## src/rtl/shift_reg_pkg.sv

```systemverilog
// Shared definitions for the universal shift register: op encodings,
// FSM state type and the burst counter width helper.
package shift_reg_pkg;

  localparam logic [2:0] OP_HOLD  = 3'b000;
  localparam logic [2:0] OP_LOAD  = 3'b001;
  localparam logic [2:0] OP_SHL   = 3'b010;
  localparam logic [2:0] OP_SHR   = 3'b011;
  localparam logic [2:0] OP_ROTL  = 3'b100;
  localparam logic [2:0] OP_ROTR  = 3'b101;
  localparam logic [2:0] OP_ASR   = 3'b110;
  localparam logic [2:0] OP_BURST = 3'b111;

  typedef enum logic {
    ST_IDLE  = 1'b0,
    ST_BURST = 1'b1
  } st_e;

  // Counter must hold the value WIDTH itself (burst length), not WIDTH-1.
  function automatic int cnt_w(input int width);
    return $clog2(width + 1);
  endfunction

endpackage

```

## src/rtl/_shift_next.sv

```systemverilog
// Combinational next-value logic for the register and its serial output.
// Ops that do not shift (hold, load, burst start) leave so unchanged.
module _shift_next
  import shift_reg_pkg::*;
#(
  parameter int WIDTH = 8
) (
  input  logic [WIDTH-1:0] q_i,
  input  logic             so_i,
  input  logic [2:0]       op_i,
  input  logic             si_i,
  input  logic [WIDTH-1:0] d_i,
  output logic [WIDTH-1:0] q_next_o,
  output logic             so_next_o
);

  // Select the next register value and the bit pushed out for this op.
  always_comb begin
    q_next_o  = q_i;
    so_next_o = so_i;
    case (op_i)
      OP_LOAD: q_next_o = d_i;
      OP_SHL: begin
        q_next_o  = {q_i[WIDTH-2:0], si_i};
        so_next_o = q_i[WIDTH-1];
      end
      OP_SHR: begin
        q_next_o  = {si_i, q_i[WIDTH-1:1]};
        so_next_o = q_i[0];
      end
      OP_ROTL: begin
        q_next_o  = {q_i[WIDTH-2:0], q_i[WIDTH-1]};
        so_next_o = q_i[WIDTH-1];
      end
      OP_ROTR: begin
        q_next_o  = {q_i[0], q_i[WIDTH-1:1]};
        so_next_o = q_i[0];
      end
      OP_ASR: begin
        q_next_o  = {q_i[WIDTH-1], q_i[WIDTH-1:1]};
        so_next_o = q_i[0];
      end
      default: ;
    endcase
  end

endmodule

```

## src/rtl/_shift_reg_rs_param.sv

```systemverilog
// Universal shift register with synchronous set/clear and a counted,
// pausable serial burst. The burst is a WIDTH-long run of right shifts
// reusing the same next-value logic as the single-step shr op.
module _shift_reg_rs_param
  import shift_reg_pkg::*;
#(
  parameter int               WIDTH       = 8,
  parameter logic [WIDTH-1:0] SET_VALUE   = {WIDTH{1'b1}},
  parameter logic [WIDTH-1:0] RESET_VALUE = {WIDTH{1'b0}},
  localparam int              CW          = cnt_w(WIDTH)
) (
  input  logic             clk,
  input  logic             reset_n,
  input  logic             set_n,
  input  logic             clr_n,
  input  logic             en,
  input  logic [2:0]       op,
  input  logic [WIDTH-1:0] d,
  input  logic             si,
  output logic [WIDTH-1:0] q,
  output logic             so,
  output logic             busy,
  output logic             done,
  output st_e              dbg_state,
  output logic [CW-1:0]    dbg_count
);

  logic [WIDTH-1:0] q_q;
  logic             so_q;
  logic             busy_q;
  logic             done_q;
  st_e              state_q;
  logic [CW-1:0]    count_q;

  logic [2:0]       op_d;
  logic [WIDTH-1:0] q_d;
  logic             so_d;

  // While bursting the incoming op is ignored and every step is a shr.
  always_comb begin
    op_d = (state_q == ST_BURST) ? OP_SHR : op;
  end

  _shift_next #(.WIDTH(WIDTH)) u_next (
    .q_i       (q_q),
    .so_i      (so_q),
    .op_i      (op_d),
    .si_i      (si),
    .d_i       (d),
    .q_next_o  (q_d),
    .so_next_o (so_d)
  );

  // FSM, burst counter and all registered outputs; clear beats set beats op.
  always_ff @(posedge clk or negedge reset_n) begin
    if (!reset_n) begin
      q_q     <= RESET_VALUE;
      so_q    <= 1'b0;
      busy_q  <= 1'b0;
      done_q  <= 1'b0;
      state_q <= ST_IDLE;
      count_q <= '0;
    end else begin
      done_q <= 1'b0;
      if (!clr_n) begin
        q_q     <= RESET_VALUE;
        busy_q  <= 1'b0;
        state_q <= ST_IDLE;
        count_q <= '0;
      end else if (!set_n) begin
        q_q     <= SET_VALUE;
        busy_q  <= 1'b0;
        state_q <= ST_IDLE;
        count_q <= '0;
      end else if (state_q == ST_BURST) begin
        if (en && (count_q != '0)) begin
          q_q     <= q_d;
          so_q    <= so_d;
          count_q <= count_q - CW'(1);
          if (count_q == CW'(1)) begin
            busy_q  <= 1'b0;
            done_q  <= 1'b1;
            state_q <= ST_IDLE;
          end
        end
      end else if (en) begin
        if (op == OP_BURST) begin
          busy_q  <= 1'b1;
          state_q <= ST_BURST;
          count_q <= CW'(WIDTH);
        end else begin
          q_q  <= q_d;
          so_q <= so_d;
        end
      end
    end
  end

  assign q         = q_q;
  assign so        = so_q;
  assign busy      = busy_q;
  assign done      = done_q;
  assign dbg_state = state_q;
  assign dbg_count = count_q;

endmodule
```

## config.mk

```make
export PLATFORM = sky130hd
export DESIGN_NAME = _shift_reg_rs_param
export DESIGN_NICKNAME = d
export VERILOG_FILES = /design/src/rtl/shift_reg_pkg.sv /design/src/rtl/_shift_next.sv /design/src/rtl/_shift_reg_rs_param.sv
export SDC_FILE = /design/constraint.sdc
export NUM_CORES = 1
export LEC_CHECK = 0
export CAP_MARGIN = 15
export CORE_ASPECT_RATIO = 1.2
export CORE_UTILIZATION = 48
export CTS_BUF_LIST = sky130_fd_sc_hd__clkbuf_2
export CTS_CLUSTER_SIZE = 12
export DETAILED_ROUTE_END_ITERATION = 12
export PLACE_DENSITY = 0.88
export SYNTH_ARGS = -nofsm -noshare
export SYNTH_HDL_FRONTEND = slang
export SYNTH_SLANG_ARGS = --single-unit
```

## constraint.sdc

```tcl
create_clock -name clk -period 1.9 [get_ports clk]
set_input_delay 0.475 -clock clk [delete_from_list [all_inputs] [get_ports clk]]
set_output_delay 0.475 -clock clk [all_outputs]
set_load 0.02 [all_outputs]
```

==> impl_metrics.yaml <==
outcome:
  status: "finished clean"
sta:
  min_period_ps: 1890
  finalSetupTns_ps: 0
  skew_ps: 12.4
  hold_viol_final: 0
  max_freq_mhz: 528
  maxSlewViolCount: 0
  setup_slack_ps: 5.39
  post-route-period-util: 0.997
  worstMarginPinSlew_ps: 467
  relSlewSlack: 0.689
  finalSetupViolations: 0
  rsz0062_at_grt: "false"
placed_design:
  io_buffer_count: 32
  detailedPlace.worstSlack_ps: -364
  gp_congestion: 0.827
  dp_hpwl_um: 2400
final_layout:
  post-route-util: 0.764
  fillers: 148
  nNetsFinal: 196
  drive_gt1_frac: 0.211
  multiInputGateArea_um2: 668
  syn_to_final_growth_pct: 45.7
  area.sequential_um2: 402
  antennaDiodeCount: 0
global_route:
  grt_pass1_wl_um: 5020
  grt_overflow: 0
  grt_pass1_vias: 1193
  antenna_found_initial: 0
  grtUsageTotal: 0.276
  grt_start_max_net_pins: 17
clock_tree:
  cts_sinks: 16
  cts_hold_buf: 0
  clk_path_buf_depth: 2
  cts_tree: "done"
  cts_made_buffers: 3
  htreeDepth: 1
  clockRootBuffer: "clkbuf_2"
  post_cts_buffers: 0
  clk_latency_ps: 290
  clk_pin_slew_worst_paths_ps: 160
synthesis:
  synth_edf_count: 0
  yosysTopAreaCell: "dfrtp_1"
  synth_nets: 147
  netlist_instances: 127
  seq_area_frac_synth: 0.357
  synth_cell_type_count: 44
  yosys.area.top_type_share: 0.357
  yosys_warnings: 0
  synth_area_per_cell_um2: 8.84
  synth_area_leaders: "dfrtp_1 36%, a221oi_1 6.2%, o21ai_0 5.4%"
  syn_area_um2: 1120
  asyncSetResetFlopFracSynth: 1.00
  synthFlopType: "dfrtp_1"
  synth-seq-cells: 16
critical_path:
  ff2ff_setup_slack_ps: 90
  cp.arrival_ps: 2100
  path_cells: "clkdlybuf4s50_1 -> buf_4 -> mux2_1 -> a32oi_2 -> o2bb2a_4 -> a2111oi_2 -> o21a_1"
  worstSetupEndpointType: "flip-flop"
  cp_max_fo: 5
  crit_type: "in -> reg"
  crit_path_top_delay_cell: "clkdlybuf4s50_1"
  cpPeakStageDelay_ps: 520
  required_ps: 2100
  start_kind: "input pin"
detailed_routing:
  first_iter_violations: 47
  wire_per_inst_um: 15.9
  post-route-drc-count: 0
  vias_per_cell: 5.93
  dr_total_vias: 1215
  ant_nets: 0
  dr.pass1.iters: 4
  drt-total-wl_um: 3270
floorplan:
  num_rows: 18
  num_io_pins: 33
  fp.dieW_um: 46.1
  coreArea_um2: 2140
  start_util: 0.525
  die_area_um2: 2540
  die_y_um: 55.0
power_and_ir_drop:
  ir_worst_vdd_v: 0.000365
  p_leak_nw: 0.763
  finalPower_mw: 0.833
  power.density_nw_per_um2: 510
min_path:
  hold_path_class: "in -> async"
job:
  cap_violations: 0
final timing paths:
kind	start	endpoint	cells past startpoint
hold reg to reg	so	so	2
setup reg to reg	dbg_count[0]	dbg_count[3]	5
max in group asynchronous	reset_n	dbg_state	2
setup / recovery	op[0]	q[7]	7
min in group clk	so	so	2
hold / removal	reset_n	q[4]	2
power by group:
| group | switching (mW) | leakage, nW | total [mW] | internal [mW] |
|---|---|---|---|---|
| clock network | 0.107 | 0.0140 | 0.152 | 0.0457 |
| registers | 0.0260 | 0.209 | 0.390 | 0.364 |
| logic | 0.144 | 0.539 | 0.291 | 0.147 |
| total | 0.277 | 0.763 | 0.833 | 0.557 |
placed cells by master (no fill, tap or decap), types with 2 or more instances in the layout:
master and n:
nor2_1 7, ha_1 3, clkdlybuf4s50_1 24, nand2_1 15, a221oi_1 7, nor2b_1 2, a21oi_1 5, dlygate4sd2_1 2
inv_1 13, nand3_1 3, o31ai_1 2, dlymetal6s2s_1 6, o21ai_1 9, dfrtp_1 15, o21ai_0 11, clkbuf_2 3
buf_4 17
metrics by stage:
stage | std cells | hold WS (ps) | instance area (um2)
2_1_floorplan | 127 | 179 | 1120
3_3_place_gp | 201 | 492 | 1570
3_5_place_dp | 201 | 491 | 1570
4_1_cts | 205 | 475 | 1610
5_1_grt | 205 | 474 | 1640
6_report | 205 | 474 | 1640
worst max-delay path, delay by kind of cell:
kind                   cells  cell delay, ps
AO/OA/AOI/OAI              4             590
multiplexers               1             350
buffers and inverters      2             690
kinds of logic (layout without fill, tap and decap cells):
| group | Yosys count | count (layout) | synth area share |
|---|---|---|---|
| AOI/OAI and AO/OA | 51 | 51 | 0.341 |
| xor gates and xnor gates | 1 | 1 | 0.00781 |
| adders and majority gates | 3 | 3 | 0.0334 |
| buffers and inverters | 18 | 66 | 0.0747 |
| DFF | 16 | 16 | 0.357 |
| muxes | 2 | 2 | 0.0190 |
| and+or+nand+nor | 36 | 36 | 0.167 |
timing repair:
| action | in CTS | in global routing |
|---|---|---|
| endpoints found under the setup margin | 5 | 9 |
| resized for setup | 6 | 8 |
| pin swaps | 0 | 1 |
final cells by class:
type,count,area share
Clock buffer,3,0.00918
Clock inverter,1,0.00230
Inverter,13,0.0298
Multi-Input combinational cell,93,0.409
Sequential cell,16,0.246
Tap cell,30,0.0230
Timing Repair Buffer,49,0.282
flip-flops by register name (all words and copies together), names as in the netlist:
| name | cells |
|---|---|
| dbg_state | 1 |
| done | 1 |
| dbg_count | 4 |
| q | 8 |
| busy | 1 |
| so | 1 |
cell usage after synthesis, types with 2 or more instances:
library cell / n
a21oi_1: 5
a221oi_1: 8
buf_6: 2
dfrtp_1: 16
ha_1: 3
inv_1: 13
nand2_1: 15
nand3_1: 3
nor2_1: 7
nor2b_1: 2
o21ai_0: 12
o21ai_1: 8
o31ai_1: 2
metal layers:
metal  share of wire  GRT usage  up-vias
met5               0          0        -
li1                -          -      558
met4           0.031      0.118        0
met1            0.38      0.295      582
met2            0.54      0.528       59
met3           0.048     0.0357       16
No activity file was read; power rests on OpenSTA's default activity.
